===== src/rtl/periph_bus_router.sv =====
// Single-master peripheral router: decodes the host address onto one of NSLV slaves,
// tracks one outstanding transaction and answers decode misses and slave timeouts itself.
module periph_bus_router #(
    parameter int                   NSLV     = 4,
    parameter int                   AW       = 32,
    parameter int                   DW       = 32,
    parameter logic [NSLV*AW-1:0]   SLV_BASE = {32'h3000_0000, 32'h2000_0000,
                                                32'h1000_0000, 32'h0000_0000},
    parameter logic [NSLV*AW-1:0]   SLV_MASK = {NSLV{32'hF000_0000}},
    parameter int                   TMO_CYC  = 256
) (
    input  logic                 Clk,
    input  logic                 Rst,
    input  logic                 req,
    input  logic                 we,
    input  logic [DW/8-1:0]      be,
    input  logic [AW-1:0]        addr,
    input  logic [DW-1:0]        wdata,
    output logic                 gnt,
    output logic                 rvalid,
    output logic [DW-1:0]        rdata,
    output logic                 err,
    output logic [NSLV-1:0]      s_req,
    output logic                 s_we,
    output logic [DW/8-1:0]      s_be,
    output logic [AW-1:0]        s_addr,
    output logic [DW-1:0]        s_wdata,
    input  logic [NSLV-1:0]      s_gnt,
    input  logic [NSLV-1:0]      s_rvalid,
    input  logic [NSLV*DW-1:0]   s_rdata,
    input  logic [NSLV-1:0]      s_err,
    output logic                 busy,
    output logic [15:0]          err_cnt
);

    localparam int SELW = (NSLV > 1) ? $clog2(NSLV) : 1;
    localparam int TW   = $clog2(TMO_CYC);

    typedef enum logic [1:0] {ST_IDLE, ST_WAIT, ST_DECERR, ST_TMOERR} state_t;

    state_t            r_state;
    state_t            w_state_nxt;
    logic [SELW-1:0]   r_sel;
    logic [TW-1:0]     r_timer;
    logic [15:0]       r_err_cnt;

    logic [SELW-1:0]   w_sel;
    logic              w_mapped;
    logic              w_gnt;
    logic [NSLV-1:0]   w_sreq;
    logic              w_rvalid;
    logic              w_err;
    logic [DW-1:0]     w_rdata;

    function automatic logic [15:0] sat_inc(input logic [15:0] v, input logic en);
        return (en && (v != 16'hFFFF)) ? v + 16'd1 : v;
    endfunction

    // Scan downwards so the lowest hitting slot is the one left in w_sel.
    always_comb begin
        w_sel    = '0;
        w_mapped = 1'b0;
        for (int i = NSLV - 1; i >= 0; i--) begin
            if ((addr & SLV_MASK[i*AW +: AW]) == (SLV_BASE[i*AW +: AW] & SLV_MASK[i*AW +: AW])) begin
                w_sel    = SELW'(i);
                w_mapped = 1'b1;
            end
        end
    end

    always_comb begin
        w_state_nxt = r_state;
        w_gnt       = 1'b0;
        w_sreq      = '0;
        w_rvalid    = 1'b0;
        w_err       = 1'b0;
        w_rdata     = '0;
        case (r_state)
            ST_IDLE: begin
                if (req) begin
                    if (w_mapped) begin
                        w_sreq[w_sel] = 1'b1;
                        w_gnt         = s_gnt[w_sel];
                        if (s_gnt[w_sel]) w_state_nxt = ST_WAIT;
                    end else begin
                        w_gnt       = 1'b1;
                        w_state_nxt = ST_DECERR;
                    end
                end
            end
            ST_WAIT: begin
                if (s_rvalid[r_sel]) begin
                    w_rvalid    = 1'b1;
                    w_rdata     = s_rdata[r_sel*DW +: DW];
                    w_err       = s_err[r_sel];
                    w_state_nxt = ST_IDLE;
                end else if (r_timer == TW'(TMO_CYC - 1)) begin
                    w_state_nxt = ST_TMOERR;
                end
            end
            ST_DECERR, ST_TMOERR: begin
                w_rvalid    = 1'b1;
                w_err       = 1'b1;
                w_state_nxt = ST_IDLE;
            end
            default: w_state_nxt = ST_IDLE;
        endcase
        // Outputs are combinational from state, so mask them while reset is held.
        if (Rst) begin
            w_gnt    = 1'b0;
            w_sreq   = '0;
            w_rvalid = 1'b0;
            w_err    = 1'b0;
            w_rdata  = '0;
        end
    end

    always_ff @(posedge Clk) begin
        if (Rst) begin
            r_state   <= ST_IDLE;
            r_sel     <= '0;
            r_timer   <= '0;
            r_err_cnt <= '0;
        end else begin
            r_state   <= w_state_nxt;
            r_err_cnt <= sat_inc(r_err_cnt, w_rvalid & w_err);
            if ((r_state == ST_IDLE) && w_gnt && w_mapped) r_sel <= w_sel;
            if ((r_state == ST_WAIT) && !s_rvalid[r_sel]) r_timer <= r_timer + TW'(1);
            else                                           r_timer <= '0;
        end
    end

    assign gnt     = w_gnt;
    assign s_req   = w_sreq;
    assign rvalid  = w_rvalid;
    assign err     = w_err;
    assign rdata   = w_rdata;
    assign s_we    = we;
    assign s_be    = be;
    assign s_addr  = addr;
    assign s_wdata = wdata;
    assign busy    = (r_state != ST_IDLE) && !Rst;
    assign err_cnt = r_err_cnt;

endmodule


===== config.mk =====
export PLATFORM = sky130hd
export DESIGN_NAME = periph_bus_router
export DESIGN_NICKNAME = d
export VERILOG_FILES = /design/src/rtl/periph_bus_router.sv
export SDC_FILE = /design/constraint.sdc
export NUM_CORES = 1
export LEC_CHECK = 0
export CAP_MARGIN = 20
export CORE_AREA = 2 2 130 132
export DETAILED_ROUTE_END_ITERATION = 8
export DIE_AREA = 0 0 132 134
export PLACE_DENSITY_LB_ADDON = 0.3
export SLEW_MARGIN = 10
export SYNTH_ARGS = -nofsm -noshare
export SYNTH_HDL_FRONTEND = slang
export SYNTH_SLANG_ARGS = --single-unit

===== constraint.sdc =====
create_clock -name Clk -period 4.5 [get_ports Clk]
set_input_delay 0.9 -clock Clk [delete_from_list [all_inputs] [get_ports Clk]]
set_output_delay 0.9 -clock Clk [all_outputs]
set_load 0.02 [all_outputs]

Yosys cells after proc, flatten, opt, wreduce, memory -nomap -nowiden
Cells that the tools add are included.

operators by class
  $add $sub $neg = 2
  $mul = 0
  divide/modulo/power cells = 0
  order comparisons = 3
  equal/unequal tests = 11
  shift operators = 1
  multiplexer cells = 39
  bitwise operators = 2
  reductions and logical operators = 14

operators with widths
  operator               number
  $shiftx 128x8->32      1
  $mux 32                3
  $logic_not 32->1       1
  $mux 2                 9
  $add 16x1->16 const B  1
  $mux 1                 16
  $mux 4                 4
  $ne 16x16->1 const B   1
  $add 8x1->8 const B    1
  $eq 4x2->1 const B     2
  $eq 8x8->1 const B     1
  $bmux 1 s2             3
  $logic_and 1x1->1      6
  $lt 2x3->1 const B     2
  $ne 3x3->1 const B     2
  $pmux 2 s3             1
  $eq 2x2->1 const B     2
  $eq 4x1->1 const B     1
  $pmux 1 s2             2
  $reduce_or 2->1        2
  $reduce_and 3->1       1
  $demux 1 s2            1
  $eq 2x1->1 const B     1
  $ge 2x1->1 const B     1
  6 further kinds        7

storage, ports and cells
  register bits after elaboration = 28
  latch bits = 0
  memory bits (writable) = 0
  ROM bits = 0
  input bits = 212
  output and inout port bits = 125
  word-level logic and storage cells = 76
  memories = 0

Depth between registers and ports, before layout
  depth in word-level cells = 13
  mapped depth = 8

Least setup slack after synthesis
Ideal clock, no wire load.

  kind = input-to-output
  from = in Rst
  to = out s_req[0]
  arrival time = 2,521 ps
  data required time = 3,600 ps
  setup slack = 1,079 ps
  stages = 4
  cell sequence = buf_2 -> or4b_2 -> nor3_2 -> nor3b_1

between the ends
  cells in the longest elaborated chain, start to end = 1

RTL lines
  item                RTL line  source
  start: declaration  13        input logic Rst,
  $mux 4              109       if (Rst) begin
  end: declaration    23        output logic [NSLV-1:0] s_req,

Every way passes these cells.

Final worst setup path
Ends and elaborated chain as after synthesis.

==> flow_summary.yaml <==
run_status:
  status: "finished, final reports clean"
logic_synthesis:
  synthArstFlopShare_pct: 0
  synth_top_area_share_pct: 24.96
  synth_ff_type: "dfxtp_1"
  synth_nets: 529
  synth_common_cells: "buf_4, nor2b_1, mux4_2, dfxtp_1, nor2_1"
  synthCells: 315
  yosysMostFrequentCell: "buf_4"
  synth_cell_types: 46
  ys_warn_count: 0
  netlist_area_um2: 2978
  avgSynthCellArea_um2: 9.454
  ys_top_cells_by_area: "mux4_2, dfxtp_1, buf_4"
  ys_ff_latch: 28
  synth_edf_count: 0
  ys_seq_area_share_pct: 18.82
  yosysTopAreaCell: "mux4_2"
cts:
  cts_setup_buffers: 0
  cts.sinks: 28
  cts.htree.levels: 1
  cts-root-buf: "clkbuf_16"
  cts_max_path_buffers: 2
  cts_inserted_buffers: 3
  post_cts_resized: 0
  holdBufCountCts: 0
  path_clk_slew_ps: 70
  clkLatencyLatePin_ps: 270
  cts_tree: "built"
global_routing:
  met2_usage_pct: 20.66
  grt_max_degree: 37
  grt_pass1_vias: 2973
  grt_overflow: 0
  grtUsageTotal_pct: 12.33
  busiest_layer: "met2"
  grt_use_met1_pct: 15.28
  antenna_found_initial: 0
  use_met3_pct: 4.233
  grt_pass1_wl_um: 17490
detailed_routing:
  routed_wl_um: 11460
  drtIter0Drc: 153
  post_drt_wl_per_cell_um: 17.28
  drt_first_pass_iters: 4
  ant_nets: 0
  avgViaCountPerCell: 4.407
  post-route-drc-count: 0
  vias: 2922
timing:
  finalMaxSlewViolations: 0
  setup_viol: 0
  max_clock_freq_mhz: 239.4
  rsz0062_at_grt: "no"
  fin_crit_sh_pct: 92.84
  hold_violations: 0
  finClkSkew_ps: 3.829
  tightest_slew_ps: 738.5
  slew_headroom_pct: 50.77
  tns_ps: 0
  min_period_ps: 4178
power:
  p_clk_share_pct: 32.8
  p_switching_mw: 0.1499
  p_seq_share_pct: 36.4
  internal_power_mw: 0.5425
  p_comb_share_pct: 30.8
  p_per_area_nw_per_um2: 143.1
  irDropWorstVdd_uv: 98.98
  power_leakage_nw: 1.520
  swShare_pct: 21.65
worst_setup_path:
  crit_slowest_cell: "or4b_2"
  cp.arrival_ps: 3280
  crit_start: "Rst"
  crit_top_cell: "clkdlybuf4s50_1"
  cp-start-kind: "primary input"
  end_kind: "primary output"
  slowest_delay_ps: 690
  cp_top_family: "simple AND/OR/NAND/NOR gates"
  worst_ep_required_time_ps: 3600
  cp_cell_sequence: "clkdlybuf4s50_1 -> or4b_2 -> nor3_2 -> nor3b_1 -> clkdlybuf4s50_1"
  path_buf_inv: 2
  worstPathMaxFanout: 7
  path_class: "primary input to primary output"
  r2r-start: "r_sel[1]"
place:
  gp_congestion: 0.9203
  dp.final_hpwl_um: 9393
  port_buffers: 206
layout:
  fillers: 1731
  final_util_pct: 29.70
  nets: 658
  drive_gt1_share_pct: 11.96
  area_growth_pct: 62.44
  antenna_cells: 0
floorplan:
  die_h_um: 134
  io_pins: 337
  start_util_pct: 18.28
  rows: 47
  die_area_um2: 17690
  die_w_um: 132
  core_area_um2: 16290
run:
  maxCapViolCount: 0
hold_path:
  hold_start: "r_timer[0]"
  hp-class: "register to register"
-- path summary, 6_finish.rpt --
check                 to  slack, ps  cells past startpoint
min           r_timer[0]        450                      1
max             s_req[0]        320                      5
max reg2reg  err_cnt[11]       1650                      6
min reg2reg   r_timer[0]        450                      1
-- layer usage --
metal	wire length, µm	vias to the layer above	share of wire (%)
met1	4816	1409	42
met3	1045	21	9.1
met5	0	-	0
met4	178	0	1.6
met2	5417	158	47
li1	-	1334	-
-- placed cells by master (no fill, tap or decap), types with 2 or more instances in the layout --
master	Yosys	routed
mux2i_1	5	5
nor3b_1	2	2
o41ai_1	3	3
dfxtp_2	0	2
and3b_1	2	2
mux4_2	33	33
or2_2	2	2
o31ai_1	4	4
nor2_1	26	26
xnor2_1	4	4
or3_1	2	2
clkdlybuf4s50_1	0	206
or4_1	4	4
nor3_1	2	2
inv_1	7	7
xor2_1	4	4
dfxtp_1	28	26
nand3_1	12	12
clkbuf_16	0	3
a21oi_1	8	8
o311ai_1	4	4
nand2_1	15	15
ha_1	2	2
nor4_1	3	3
nand4_1	4	4
nor2b_1	34	34
and3_1	2	2
buf_4	69	3
-- kinds of logic (layout without fill, tap and decap cells) --
family,after synthesis,after routing,share of synthesized area [%]
and+or+nand+nor,114,114,20.92
AOI/OAI and AO/OA,29,29,7.521
DFF,28,28,18.82
muxes,41,41,27.90
adders and majority gates,2,2,0.8402
xor gates and xnor gates,8,8,2.353
buffers and inverters,93,221,21.64
-- flip-flops by register name, indices dropped and copies added, names as in the netlist --
register and cells:
r_state 2, err_cnt 16, r_sel 2, r_timer 8
-- layout make-up --
class                           count  area (µm²)  area share (%)
Clock buffer                        4       88.84           1.837
Multi-Input combinational cell    194        1779           36.78
Sequential cell                    28       563.0           11.64
Inverter                            7       26.28          0.5432
Timing Repair Buffer              210        2105           43.51
Tap cell                          220       275.3           5.691
-- metrics by stage --
step	hold WS (ps)	std cells	total power [mW]	worst slack, ps	cell area, µm²
6_report	454.1	663	0.6924	322.3	4837
5_1_grt	495.3	663	0.7247	271.6	4837
3_3_place_gp	430.1	659	0.4697	369.7	4748
2_1_floorplan	417.6	315	0.4067	1079	2978
4_1_cts	455.0	663	0.7001	311.9	4837
3_5_place_dp	438.6	659	0.4719	328.2	4748
-- power groups by stage --
| stage | Combinational [mW] | Clock, mW | Sequential (mW) |
|---|---|---|---|
| after global placement | 0.212 | 0 | 0.258 |
| after global routing | 0.227 | 0.246 | 0.252 |
| after CTS | 0.216 | 0.232 | 0.252 |
| final | 0.213 | 0.227 | 0.252 |
| after floorplan | 0.150 | 0 | 0.257 |
| after detailed placement | 0.214 | 0 | 0.258 |
No activity file was read; power rests on OpenSTA's default activity.
